==> src/rtl/alu_seq.sv <==
// alu_seq: handshaked sequential ALU. Logic, shift, add and subtract finish in
// one cycle; shift-add multiply and restoring divide iterate for WIDTH cycles.
// Each result is held with its high/remainder word and error flag until accepted.
module alu_seq #(
   parameter int WIDTH = 16
) (
   input  logic             clk,
   input  logic             reset,
   input  logic             in_valid,
   output logic             in_ready,
   input  logic [3:0]       op,
   input  logic [WIDTH-1:0] a,
   input  logic [WIDTH-1:0] b,
   output logic             out_valid,
   input  logic             out_ready,
   output logic [WIDTH-1:0] out,
   output logic [WIDTH-1:0] out_hi,
   output logic             err
);

   localparam int SHW = $clog2(WIDTH);
   localparam logic [SHW-1:0] LAST = SHW'(WIDTH - 1);

   typedef enum logic [1:0] {IDLE, BUSY, DONE} state_t;

   typedef enum logic [3:0] {
      OP_ADD = 4'd0,
      OP_SUB = 4'd1,
      OP_MUL = 4'd2,
      OP_DIV = 4'd3,
      OP_AND = 4'd4,
      OP_OR  = 4'd5,
      OP_XOR = 4'd6,
      OP_NOT = 4'd7,
      OP_SHL = 4'd8,
      OP_SHR = 4'd9
   } op_t;

   state_t           state;
   logic             is_mul;
   logic [WIDTH-1:0] b_q;
   logic [WIDTH-1:0] acc;
   logic [WIDTH-1:0] quo;
   logic [SHW-1:0]   cnt;

   logic [WIDTH:0]   sum;
   logic [WIDTH-1:0] sc_out;
   logic [WIDTH-1:0] sc_hi;
   logic             sc_err;

   logic [WIDTH:0]   mul_sum;
   logic [WIDTH:0]   div_shift;
   logic [WIDTH-1:0] div_diff;
   logic             div_ge;
   logic [WIDTH-1:0] it_acc;
   logic [WIDTH-1:0] it_quo;

   assign in_ready = (state == IDLE) && !reset;

   // Single-cycle result for everything except MUL and DIV with nonzero divisor
   always_comb begin
      sum    = {1'b0, a} + {1'b0, b};
      sc_out = '0;
      sc_hi  = '0;
      sc_err = 1'b0;
      case (op)
         OP_ADD: begin
            sc_out = sum[WIDTH-1:0];
            sc_err = sum[WIDTH];
         end
         OP_SUB: begin
            sc_out = a - b;
            sc_err = (a < b);
         end
         OP_MUL: ;
         OP_DIV: begin
            sc_out = '1;
            sc_hi  = a;
            sc_err = 1'b1;
         end
         OP_AND: sc_out = a & b;
         OP_OR:  sc_out = a | b;
         OP_XOR: sc_out = a ^ b;
         OP_NOT: sc_out = ~a;
         OP_SHL: sc_out = a << b[SHW-1:0];
         OP_SHR: sc_out = a >> b[SHW-1:0];
         default: sc_err = 1'b1;
      endcase
   end

   // One iteration step: acc/quo hold {product hi, lo} for MUL, {remainder, quotient} for DIV
   always_comb begin
      mul_sum   = {1'b0, acc} + (quo[0] ? {1'b0, b_q} : '0);
      div_shift = {acc, quo[WIDTH-1]};
      div_ge    = (div_shift >= {1'b0, b_q});
      div_diff  = div_shift[WIDTH-1:0] - b_q;
      if (is_mul) begin
         it_acc = mul_sum[WIDTH:1];
         it_quo = {mul_sum[0], quo[WIDTH-1:1]};
      end else begin
         it_acc = div_ge ? div_diff : div_shift[WIDTH-1:0];
         it_quo = {quo[WIDTH-2:0], div_ge};
      end
   end

   // Control FSM with registered result outputs
   always_ff @(posedge clk or posedge reset) begin
      if (reset) begin
         state     <= IDLE;
         is_mul    <= 1'b0;
         b_q       <= '0;
         acc       <= '0;
         quo       <= '0;
         cnt       <= '0;
         out_valid <= 1'b0;
         out       <= '0;
         out_hi    <= '0;
         err       <= 1'b0;
      end else begin
         case (state)
            IDLE: begin
               if (in_valid) begin
                  b_q <= b;
                  cnt <= '0;
                  acc <= '0;
                  quo <= a;
                  if (op == OP_MUL) begin
                     is_mul <= 1'b1;
                     state  <= BUSY;
                  end else if (op == OP_DIV && b != '0) begin
                     is_mul <= 1'b0;
                     state  <= BUSY;
                  end else begin
                     out       <= sc_out;
                     out_hi    <= sc_hi;
                     err       <= sc_err;
                     out_valid <= 1'b1;
                     state     <= DONE;
                  end
               end
            end
            BUSY: begin
               acc <= it_acc;
               quo <= it_quo;
               cnt <= cnt + 1'b1;
               if (cnt == LAST) begin
                  out       <= it_quo;
                  out_hi    <= it_acc;
                  err       <= is_mul ? (|it_acc) : 1'b0;
                  out_valid <= 1'b1;
                  cnt       <= '0;
                  state     <= DONE;
               end
            end
            DONE: begin
               if (out_ready) begin
                  out_valid <= 1'b0;
                  state     <= IDLE;
               end
            end
            default: state <= IDLE;
         endcase
      end
   end

endmodule
==> config.mk <==
export PLATFORM = sky130hd
export DESIGN_NAME = alu_seq
export DESIGN_NICKNAME = d
export VERILOG_FILES = /design/src/rtl/alu_seq.sv
export SDC_FILE = /design/constraint.sdc
export NUM_CORES = 1
export LEC_CHECK = 0
export ABC_AREA = 1
export CAP_MARGIN = 25
export CORE_UTILIZATION = 40
export DETAILED_ROUTE_END_ITERATION = 6
export PLACE_DENSITY = 0.58
export REMOVE_ABC_BUFFERS = 1
export SKIP_CTS_REPAIR_TIMING = 1
export SLEW_MARGIN = 20
export SYNTH_ARGS = -nofsm -noshare
export SYNTH_HDL_FRONTEND = slang
export SYNTH_SLANG_ARGS = --single-unit
==> constraint.sdc <==
create_clock -name clk -period 3.5 [get_ports clk]
set_clock_uncertainty 0.05 [all_clocks]
set_input_delay 0.7 -clock clk [delete_from_list [all_inputs] [get_ports clk]]
set_output_delay 0.7 -clock clk [all_outputs]
set_load 0.01 [all_outputs]
==> impl_metrics.csv <==
group,metric,value,unit
power,internal-power,0.00378,W
sta,period_needed,3.19,ns
die,num_io_pins,75,
yosys,synth_area_leader_cell,"dfrtp_1",
sta,timing.hold.ws,0.451,ns
layout,final_common_cell,"nand2_1",
clock_network,clk_pin_slew_worst_paths,0.07,ns
die,core_area,0.0245,mm²
sta,relSlewSlack,42.7,%
die,die_y,160,µm
power,switching_share,51.2,%
clock_network,htreeDepth,3,
power,leakagePower,6.16,nW
global_route,grt_pass1_wl,63.4,mm
critical_path,rr_startpoint,"quo[15]$_DFFE_PP0P_",
critical_path,cp-startpoint,"quo[15]$_DFFE_PP0P_",
sta,timing.final.hold_violations,0,
power,power_switching,0.00397,W
sta,fin_setup_tns,0,ns
clock_network,cts_tree,"built",
route,drc,0,
route,wirelength,40.8,mm
flow_run,drv_cap,0,
place,finalWeightedCongestion,0.981,
yosys,postSynth.asyncResetShare,100,%
yosys,syn_inst,1630,
power,p_seq_share,23.7,%
power,comb_power_share,64.0,%
yosys,synth.distinct_cells,53,
yosys,synthFlopType,"dfrtp_1",
yosys,netlist_area,0.0100,mm²
sta,fin_crit_sh,91.2,%
critical_path,r2r-end,"err$_DFFE_PP0P_",
clock_network,cts_buffers,9,
layout,area_growth,18.8,%
yosys,yosys_warnings,0,
layout,layout-drive-gt1-share,8.70,%
clock_network,clock_sinks,89,
layout,antennaDiodeCount,0,
critical_path,required,3.69,ns
critical_path,critPathMaxStageDelay,0.48,ns
yosys,synth-edff-count,0,
die,rows,57,
yosys,synth.avg_cell_area,6.15,µm²
critical_path,crit_type,"register to register",
place,hpwlAfterDp,32.6,mm
route,vias,11512,
sta,tightest_slew,0.859,ns
route,drt-vias-per-instance,5.56,
route,drt_iter0_drc,930,
yosys,synth-seq-cells,89,
die,dieWidth,160,µm
layout,utilization,48.7,%
critical_path,cp.arrival,3.38,ns
critical_path,reg2regPathDepth,20,
yosys,yosysSeqAreaShare,22.2,%
clock_network,clock_path_buffers,2,
critical_path,path_max_fanout,4,
critical_path,r2r_slack,0.31,ns
critical_path,cpMostUsedCell,"nand2_1",
route,antenna_left,0,
sta,rsz0062_at_grt,"no",
global_route,grt_max_degree,48,
power,power_frac_clock,12.3,%
clock_network,clk_latency,0.36,ns
critical_path,cp-endpoint,"err$_DFFE_PP0P_",
critical_path,end_kind,"register",
die,initial_core_util,40.9,%
sta,slew_viol_final,0,
route,wl_per_cell,19.7,µm
sta,setup_violations,0,
layout,nNetsFinal,1869,
power,ir_drop,272,µV
global_route,gr-usage-all-layers,32.0,%
hold_path,hold_path_class,"register to register",
global_route,grt-ovfl-total,0,
die,dieArea,0.0257,mm²
yosys,synth_top_area_share,22.2,%
global_route,grt_pass1_vias,11262,
layout,layout_common_cells,"nand2_1 (419), inv_1 (220), a21oi_1 (147)",
power,power-per-cell-area,651,mW/mm²
status,status,"complete, no violations",
critical_path,critPathSlowestCell,"fa_1",
global_route,antenna_found_initial,0,
sta,fmax,313,MHz
critical_path,startpoint_type,"register",
critical_path,crit_chain,"inv_1, ha_1, inv_1, fa_1, nand3_1, nand3_1, nand2_1, nand2_1, nand2_1, nand2_1, nand2_1, nand2_1, nand3_1, nand3_1, nor2_1, nand2_1, nor2_1, nand2_1, nand2_1, a21oi_2",
clock_network,cts_root_buffer,"clkbuf_16",
yosys,synthTopCellsByArea,"dfrtp_1 (22%), nand2_1 (16%), ha_1 (10%), inv_1 (8.3%), a21oi_1 (7.3%)",
route,dr.pass1.iters,5,
place,numPortBuffers,74,
per-layer routing:
metal	global-route usage (%)	up-vias	wire length, µm
met2	54.9	465	19500
met1	41.3	5334	17100
met5	0	-	0
met3	3.19	94	2690
li1	-	5619	-
met4	12.7	0	1480
critical path, delay by kind of cell (launching register included):
kind                     cells  cell delay, ns
AO/OA/AOI/OAI                1            0.08
buffers and inverters        2            0.31
flip-flops                   1            0.43
AND/OR/NAND/NOR             15            1.54
adder cells (fa/ha/maj)      2            0.67
registers in the layout (all words and copies together) (netlist names):
signal,flops
b_q,16
err,1
out_hi,16
state,2
out,16
acc,16
is_mul,1
cnt,4
quo,16
out_valid,1
area by class of cell:
class | instances | area [µm²]
Fill cell | 2607 | 12600
Multi-Input combinational cell | 1244 | 6630
Sequential cell | 89 | 2230
Timing Repair Buffer | 169 | 1500
Inverter | 230 | 866
Tap cell | 324 | 405
Clock buffer | 9 | 225
Clock inverter | 6 | 50.0
power by group through the flow:
stage                     Combinational [W]  Sequential [W]  Clock (W)
after global placement              0.00487         0.00185          0
final                               0.00496         0.00184   0.000954
after floorplan                     0.00298         0.00186          0
after global routing                0.00551         0.00189   0.000999
after detailed placement            0.00490         0.00185          0
after CTS                           0.00493         0.00184   0.000960
cell usage after synthesis, types with 9 or more instances:
| master | number |
|---|---|
| nand2_1 | 419 |
| inv_1 | 221 |
| a21oi_1 | 147 |
| nor2_1 | 142 |
| o21ai_0 | 132 |
| nand3_1 | 124 |
| dfrtp_1 | 89 |
| ha_1 | 82 |
| clkbuf_1 | 36 |
| buf_2 | 24 |
| nand4_1 | 23 |
| a31oi_1 | 22 |
| nor3_1 | 14 |
| o22ai_1 | 14 |
| a211oi_1 | 11 |
| nand3_2 | 11 |
| xor2_1 | 9 |
per-stage QoR:
step                      cells  cell area (µm²)  total power, W  setup WS [ns]
final                      2071            11900         0.00775          0.307
after global routing       2071            11900         0.00840         0.0934
after CTS                  2071            11900         0.00773          0.216
after detailed placement   2056            11600         0.00675         -0.144
after global placement     2055            11600         0.00671        -0.0876
after floorplan            1563             9710         0.00484         -0.216
how the worst min path moves through the flow:
stage	end	startpoint	slack (ns)	depth (start not counted)
floorplan	quo[4]$_DFFE_PP0P_	quo[4]$_DFFE_PP0P_	0.41	2
global placement	out[12]$_DFFE_PP0P_	out[12]$_DFFE_PP0P_	0.43	2
detailed placement	out[12]$_DFFE_PP0P_	out[12]$_DFFE_PP0P_	0.44	2
CTS	out[12]$_DFFE_PP0P_	out[12]$_DFFE_PP0P_	0.45	2
global route	out[12]$_DFFE_PP0P_	out[12]$_DFFE_PP0P_	0.47	2
finish	out[12]$_DFFE_PP0P_	out[12]$_DFFE_PP0P_	0.45	2
kinds of logic after synthesis:
kind of cell | after synthesis | synth area share, %
compound gates | 371 | 20.5
xor+xnor | 9 | 0.787
fa+ha+maj | 86 | 11.0
buf+inv | 297 | 11.6
flops | 89 | 22.2
mux | 5 | 0.500
simple gates | 773 | 33.3
(Power assumes the default switching activity.)
